## src/rtl/fetch_decode_stage_pkg.sv

```systemverilog
// Shared definitions for the fetch/decode stage: FSM states, instruction
// field positions and the opcode map driven to the control unit.
package fetch_decode_stage_pkg;

   typedef enum logic [1:0] {
      ST_IDLE    = 2'd0,
      ST_FETCH   = 2'd1,
      ST_DECODE  = 2'd2,
      ST_EXECUTE = 2'd3
   } state_e;

   localparam int OP_MSB    = 15;
   localparam int OP_LSB    = 12;
   localparam int IMMED_BIT = 11;
   localparam int RD_MSB    = 10;
   localparam int RD_LSB    = 8;
   localparam int RS_MSB    = 7;
   localparam int RS_LSB    = 5;
   localparam int IMM8_MSB  = 7;
   localparam int IMM8_LSB  = 0;

   typedef enum logic [3:0] {
      OP_JMP = 4'h0, OP_ADD = 4'h1, OP_SUB = 4'h2, OP_LSL = 4'h3,
      OP_LSR = 4'h4, OP_AND = 4'h5, OP_OR  = 4'h6, OP_XOR = 4'h7,
      OP_LD  = 4'h8, OP_ST  = 4'h9, OP_MOV = 4'hA, OP_BE  = 4'hB,
      OP_BNE = 4'hC, OP_BLT = 4'hD, OP_BGT = 4'hE, OP_CMP = 4'hF
   } opcode_e;

endpackage

```

## src/rtl/fetch_decode_stage_pc.sv

```systemverilog
// Program counter: synchronous reset, sequential step, branch load.
// A load always wins over the increment.
module program_counter
   import fetch_decode_stage_pkg::*;
#(
   parameter logic [15:0] RESET_PC = 16'h0000,
   parameter logic [15:0] PC_STEP  = 16'd1
) (
   input  logic        clk_i,
   input  logic        reset_i,
   input  logic        inc_i,
   input  logic        load_i,
   input  logic [15:0] target_i,
   output logic [15:0] pc_o
);

   logic [15:0] pc_q, pc_d;

   always_comb begin
      pc_d = pc_q;
      if (load_i)
         pc_d = target_i;
      else if (inc_i)
         pc_d = pc_q + PC_STEP;
   end

   always_ff @(posedge clk_i) begin
      if (reset_i) pc_q <= RESET_PC;
      else         pc_q <= pc_d;
   end

   assign pc_o = pc_q;

endmodule

```

## src/rtl/fetch_decode_stage.sv

```systemverilog
// Fetch/decode stage: IDLE -> FETCH -> DECODE -> EXECUTE sequencer holding the
// instruction register and presenting decoded fields to the control unit.
module fetch_decode_stage
   import fetch_decode_stage_pkg::*;
#(
   parameter logic [15:0] RESET_PC = 16'h0000,
   parameter logic [15:0] PC_STEP  = 16'd1
) (
   input  logic        clk_i,
   input  logic        reset_i,
   input  logic        en_i,
   output logic        mem_req_o,
   output logic [15:0] mem_addr_o,
   input  logic        mem_ack_i,
   input  logic [15:0] mem_rdata_i,
   input  logic        exec_done_i,
   input  logic        pc_load_i,
   input  logic [15:0] pc_target_i,
   output logic [3:0]  op_o,
   output logic        immed_o,
   output logic [2:0]  rd_o,
   output logic [2:0]  rs_o,
   output logic [7:0]  imm8_o,
   output logic        instr_valid_o,
   output logic [15:0] pc_out_o,
   output logic        fetch_o,
   output logic        decode_o,
   output logic        execute_o
);

   state_e      state_q;
   logic [15:0] ir_q, pc_out_q, pc;
   logic        fetch_q, decode_q, execute_q, valid_q;
   logic        accept, branch;

   // An ack only counts while the request is actually being driven.
   assign mem_req_o = fetch_q & en_i;
   assign accept    = (state_q == ST_FETCH) & en_i & mem_ack_i;
   assign branch    = (state_q == ST_EXECUTE) & exec_done_i & pc_load_i;

   program_counter #(.RESET_PC(RESET_PC), .PC_STEP(PC_STEP)) u_pc (
      .clk_i    (clk_i),
      .reset_i  (reset_i),
      .inc_i    (accept),
      .load_i   (branch),
      .target_i (pc_target_i),
      .pc_o     (pc)
   );

   always_ff @(posedge clk_i) begin
      if (reset_i) begin
         state_q   <= ST_IDLE;
         ir_q      <= 16'h0000;
         pc_out_q  <= RESET_PC;
         fetch_q   <= 1'b0;
         decode_q  <= 1'b0;
         execute_q <= 1'b0;
         valid_q   <= 1'b0;
      end else begin
         case (state_q)
            ST_IDLE: begin
               state_q <= ST_FETCH;
               fetch_q <= 1'b1;
            end
            ST_FETCH: begin
               if (accept) begin
                  ir_q     <= mem_rdata_i;
                  pc_out_q <= pc;
                  state_q  <= ST_DECODE;
                  fetch_q  <= 1'b0;
                  decode_q <= 1'b1;
                  valid_q  <= 1'b1;
               end
            end
            ST_DECODE: begin
               state_q   <= ST_EXECUTE;
               decode_q  <= 1'b0;
               execute_q <= 1'b1;
               valid_q   <= 1'b0;
            end
            default: begin
               if (exec_done_i) begin
                  state_q   <= ST_FETCH;
                  execute_q <= 1'b0;
                  fetch_q   <= 1'b1;
               end
            end
         endcase
      end
   end

   assign mem_addr_o    = pc;
   assign op_o          = ir_q[OP_MSB:OP_LSB];
   assign immed_o       = ir_q[IMMED_BIT];
   assign rd_o          = ir_q[RD_MSB:RD_LSB];
   assign rs_o          = ir_q[RS_MSB:RS_LSB];
   assign imm8_o        = ir_q[IMM8_MSB:IMM8_LSB];
   assign instr_valid_o = valid_q;
   assign pc_out_o      = pc_out_q;
   assign fetch_o       = fetch_q;
   assign decode_o      = decode_q;
   assign execute_o     = execute_q;

endmodule

```

## config.mk

```make
export PLATFORM = sky130hd
export DESIGN_NAME = fetch_decode_stage
export DESIGN_NICKNAME = d
export VERILOG_FILES = /design/src/rtl/fetch_decode_stage_pkg.sv /design/src/rtl/fetch_decode_stage_pc.sv /design/src/rtl/fetch_decode_stage.sv
export SDC_FILE = /design/constraint.sdc
export NUM_CORES = 1
export LEC_CHECK = 0
export ABC_AREA = 1
export CORE_MARGIN = 2
export CORE_UTILIZATION = 44
export DETAILED_ROUTE_END_ITERATION = 10
export PLACE_DENSITY = 0.89
export SYNTH_ARGS = -nofsm -noshare
export SYNTH_HDL_FRONTEND = slang
export SYNTH_SLANG_ARGS = --single-unit
```

## constraint.sdc

```tcl
create_clock -name clk_i -period 1.6 [get_ports clk_i]
set_input_delay 0.32 -clock clk_i [delete_from_list [all_inputs] [get_ports clk_i]]
set_output_delay 0.32 -clock clk_i [all_outputs]
set_load 0.01 [all_outputs]
```

-- Word-level counts from Yosys, hierarchy flattened
Index checks and enable logic that the tools add are counted.
- flip-flop bits (word level): 53
- latch bits: 0
- RAM bits: 0
- ROM bits: 0
- input port bits: 38
- logic and storage cells: 43
- memories: 0
- $add $sub $neg: 1
- $mul: 0
- div/mod/pow operators: 0
- order comparisons: 0
- equality and inequality tests: 4
- shift-type cells: 0
- mux-type cells: 12
- bitwise gates (word level): 7
- reductions and logical operators: 12
- operators with widths (kind ; number):
    16-bit 2-to-1 mux ; 2
    16-bit by 1-bit adder with 16-bit output (second input constant) ; 1
    2-bit AND reduction ; 4
    2-bit case mux with 3 select lines ; 1
    2-bit nonzero test ; 3
    1-bit bitwise AND ; 5
    2-bit == test (second input constant) ; 2
    1-bit 2-to-1 mux ; 4
    2-bit 2-to-1 mux ; 2
    1-bit case mux with 2 select lines ; 2
    4-bit nonzero test ; 1
    1-bit case mux with 3 select lines ; 1
    3-bit AND reduction ; 1
    3-bit nonzero test ; 1
    2-bit by 1-bit == test with 1-bit output (second input constant) ; 1
    2-bit logical NOT ; 1
    2-bit inequality test (second input constant) ; 1
    1-bit inverter ; 2
    2-bit OR reduction ; 1

-- Logic depth before layout (Yosys ltp)
- depth after elaboration: 5
- gate-level depth with buffers: 10
- depth with buffers taken out: 10

-- Modules after synthesis
A second synthesis with hierarchy kept.
- cells, all modules: 333
- area total of the unflattened synthesis: 2462.4 um^2
- by module, submodules not included (module ; instances ; cells each ; area an instance (um^2)):
    fetch_decode_stage ; 1 ; 185 ; 1451.4
    program_counter ; 1 ; 148 ; 1011.0

-- Worst setup path before layout
Ideal clock, no wire load.
- path type: reg-to-reg
- start point: register state_q[1]
- end point: register u_pc.pc_q[3], in the netlist u_pc.pc_o[3]
- setup time: 0.132 ns
- arrival time: 1.270 ns
- data required time: 1.468 ns
- path slack: 0.197 ns
- cell stages (with the launch flop): 7
- clock period less this slack: 1.403 ns
- cell sequence: dfxtp_1 > inv_1 > ha_1 > nand3_4 > buf_2 > o211ai_1 > a31oi_1
- cells in the longest elaborated chain, start to end: 4
- elaborated cells on any way between the ends: 8
- classes of those cells: eq/ne (2); mux (1); bitwise (4); reduce/logical (1)
- RTL lines (what ; RTL line ; RTL):
    start, declared ; fetch_decode_stage.sv:31 ; state_e state_q;
    start signal, assigned ; fetch_decode_stage.sv:52 ; state_q <= ST_IDLE;
    start signal, assigned ; fetch_decode_stage.sv:62 ; state_q <= ST_FETCH;
    start signal, assigned ; fetch_decode_stage.sv:69 ; state_q <= ST_DECODE;
    2-bit == test / 2-bit by 1-bit == test with 1-bit output (equally long branches) ; fetch_decode_stage.sv:39, fetch_decode_stage.sv:38 ;
    1-bit bitwise AND (on tied branches) (2 in series) ; fetch_decode_stage.sv:39, fetch_decode_stage.sv:38 ;
    16-bit 2-to-1 mux / 2-bit nonzero test (equally long branches) ; - ;
    end signal, assigned ; fetch_decode_stage_pc.sv:29 ; else pc_q <= pc_d;
    end, declared ; fetch_decode_stage_pc.sv:17 ; logic [15:0] pc_q, pc_d;
Several ways; a longest one is shown, not always the timed one.
A chain may end at the register's enable or synchronous reset.

-- Worst setup path after layout
- start point: register u_pc.pc_q[15], in the netlist u_pc.pc_o[15]
- end point: output mem_addr_o[15]
- RTL lines (what ; RTL line ; RTL):
    end, declared ; fetch_decode_stage.sv:13 ; output logic [15:0] mem_addr_o,
No word-level cell between the ends.

==> results.sh <==
export IMPL_synth_fa_ha_area_frac=0.0302
export IMPL_cts_path_max_buffers=2
export IMPL_grt_pass1_wl_um=11200
export IMPL_ios=94
export IMPL_synth_top_family_by_area="simple AND/OR/NAND/NOR gates"
export IMPL_via_count=2708
export IMPL_cp_arrival_ns=1.24
export IMPL_core_area_um2=5470
export IMPL_die_h_um=79.1
export IMPL_layout_commonest_cell="nand2_1"
export IMPL_cts_setup_buffers=0
export IMPL_ys_seq_area_frac=0.427
export IMPL_rsz0062_at_grt="false"
export IMPL_worstHoldStart="ir_q[13]"
export IMPL_grt_max_degree=28
export IMPL_finalPower_mw=3.35
export IMPL_ys_seq_elements=53
export IMPL_dp_cells=518
export IMPL_fin_crit_sh=0.974
export IMPL_clk_latency_ns=0.30
export IMPL_drv_slew=0
export IMPL_final_cells=525
export IMPL_synth_xor_area_frac=0.00353
export IMPL_crit_type="flop to output pin"
export IMPL_worst_slack_ns=0.0416
export IMPL_cts_tree="done"
export IMPL_cts_sinks=53
export IMPL_finalHoldViolCount=0
export IMPL_drive_gt1_frac=0.126
export IMPL_crit_path_start_kind="flop"
export IMPL_antenna_left=0
export IMPL_clock_tree_root_cell="clkbuf_8"
export IMPL_fin_nets=497
export IMPL_syn_area_per_cell_um2=7.11
export IMPL_r2r_end="state_q[0]"
export IMPL_cts_htree_levels=2
export IMPL_pre_cts_slack_ns=-0.170
export IMPL_dp_hpwl_um=5290
export IMPL_cpPeakStageDelay_ns=0.58
export IMPL_via_per_inst=5.16
export IMPL_vdd_drop_max_mv=0.545
export IMPL_cts_reportedPaths_clkPinSlew_ns=0.09
export IMPL_synthMuxAreaShare=0
export IMPL_synth_compound_area_frac=0.157
export IMPL_first_global_vias=2475
export IMPL_p_per_area_nw_per_um2=906
export IMPL_cp_top_family="buffers and inverters"
export IMPL_synth_cells=349
export IMPL_max_freq_mhz=642
export IMPL_overflow=0
export IMPL_run_status="completed"
export IMPL_avgRoutedWirePerCell_um=13.2
export IMPL_maxSlewHeadroom=0.686
export IMPL_hold_path_depth=2
export IMPL_setup_viol=0
export IMPL_worstMarginPinSlew_ns=0.470
export IMPL_mostFrequentLayoutCells="nand2_1, clkdlybuf4s50_1, a21oi_1, dfxtp_1, inv_1"
export IMPL_crit_slowest_cell="clkdlybuf4s50_1"
export IMPL_initial_utilization=0.454
export IMPL_mappedNetlistArea_um2=2480
export IMPL_antenna_cells=0
export IMPL_crit_fanout=4
export IMPL_synth_cell_type_count=29
export IMPL_crit_chain="clkdlybuf4s50_1"
export IMPL_clock_skew_final_ns=0.0104
export IMPL_antenna_found_initial=0
export IMPL_grt_usage=0.219
export IMPL_whs_endpoint="ir_q[13]"
export IMPL_worstRegToRegCells=8
export IMPL_syn2layout_area_growth_pct=49.0
export IMPL_required_ns=1.28
export IMPL_yosys_area_share_simple=0.297
export IMPL_row_count=27
export IMPL_die_area_um2=6260
export IMPL_rr_startpoint="state_q[0]"
export IMPL_drt_iter0_markers=170
export IMPL_cts_buffers=5
export IMPL_maxCapViolations=0
export IMPL_r2r_setup_slack_ns=0.13
export IMPL_cp_num_buf_inv=1
export IMPL_cp_end_kind="output pin"
export IMPL_power_leakage_nw=1.49
export IMPL_drt_wl_total_um=6920
export IMPL_die_w_um=79.1
export IMPL_hold_class="flop to flop"
export IMPL_dr_pass1_iters=4
export IMPL_fin_crit_ns=1.56
export IMPL_yosysWarnings=0
export IMPL_globalplace_congestion=0.896
export IMPL_syn_nets=393
export IMPL_portBuffers=93
export IMPL_drc=0
## worst min-delay path: stages (launching register included)
cell	delay [ns]
dfxtp_1	0.32
nand2_1	0.06
a21oi_1	0.05
## power by group
group / internal, mW / leakage [nW] / switching, mW / total, mW
combinational: 0.526 / 1.01 / 0.539 / 1.07
clock: 0.343 / 0.0433 / 0.412 / 0.755
sequential: 1.44 / 0.436 / 0.0943 / 1.53
total: 2.31 / 1.49 / 1.05 / 3.35
## kinds of logic (layout without fill, tap and decap cells)
family,after synthesis,count (layout)
compound gates,75,75
flops,53,53
fa+ha+maj,6,6
simple gates,167,167
buf+inv,47,151
xor+xnor,1,1
## synthesized netlist by cell type
| library cell | count | area [µm²] |
|---|---|---|
| nor2_2 | 2 | 12.5 |
| nand3_1 | 18 | 90.1 |
| buf_6 | 1 | 11.3 |
| nor3_2 | 1 | 10.0 |
| nand4_1 | 2 | 12.5 |
| nand2_1 | 111 | 417 |
| nor4_1 | 1 | 6.26 |
| nor2_4 | 1 | 11.3 |
| inv_1 | 25 | 93.8 |
| o21ai_0 | 21 | 105 |
| nand2_2 | 1 | 6.26 |
| a21oi_1 | 47 | 235 |
| dfxtp_1 | 53 | 1060 |
| nand3_4 | 2 | 35.0 |
| ha_1 | 6 | 75.1 |
| buf_2 | 5 | 25.0 |
| nor3_1 | 7 | 35.0 |
| xnor2_1 | 1 | 8.76 |
| or2_2 | 1 | 6.26 |
| clkbuf_1 | 7 | 26.3 |
| buf_4 | 5 | 37.5 |
| nand3_2 | 2 | 20.0 |
| o221ai_1 | 1 | 8.76 |
| nor2_1 | 17 | 63.8 |
| inv_2 | 3 | 11.3 |
| nand2_4 | 1 | 11.3 |
| o211ai_1 | 2 | 15.0 |
| inv_4 | 1 | 6.26 |
| a31oi_1 | 4 | 25.0 |
## flip-flops by register name (all words and copies together) (netlist names)
register,flops
fetch_o,1
execute_o,1
state_q,2
ir_q,16
instr_valid_o,1
u_pc.pc_o,16
pc_out_o,16
## metal layers
metal	routed length, µm	share of wire	global-route usage
met1	2910	0.42	0.285
met2	3430	0.50	0.381
met3	538	0.078	0.0386
met4	43	0.0062	0.0483
met5	0	0	0
## through the flow
step	setup TNS, ns	util	cell area [µm²]	hold WS (ns)
final	0	0.676	3700	0.468
after global routing	0	0.676	3700	0.491
after CTS	0	0.670	3670	0.470
after detailed placement	-3.33	0.652	3570	0.456
after global placement	-1.36	0.652	3570	0.449
after floorplan	0	-	2480	0.463
## layout make-up
cell class	instances	area, µm²
Clock buffer	6	82.6
Clock inverter	1	7.51
Fill cell	457	1770
Inverter	29	111
Multi-Input combinational cell	249	1220
Sequential cell	53	1080
Tap cell	72	90.1
Timing Repair Buffer	115	1100
## what timing repair did
| action | 4_1_cts | 5_1_grt |
|---|---|---|
| hold buffers | 0 | 0 |
| gates resized for setup | 13 | 11 |
| endpoints found under the setup margin | 24 | 50 |
## worst max path at each step
| stage | cells after the start | slack (ns) | from | endpoint |
|---|---|---|---|---|
| global placement | 4 | -0.13 | en_i | mem_req_o |
| CTS | 1 | 0.01 | u_pc.pc_o[14] | mem_addr_o[14] |
| global route | 1 | 0.005 | u_pc.pc_o[15] | mem_addr_o[15] |
| detailed placement | 7 | -0.17 | en_i | pc_out_o[14] |
| floorplan | 6 | 0.20 | state_q[1] | u_pc.pc_o[3] |
| finish | 1 | 0.04 | u_pc.pc_o[15] | mem_addr_o[15] |
Power figures use the tool's default switching activity.
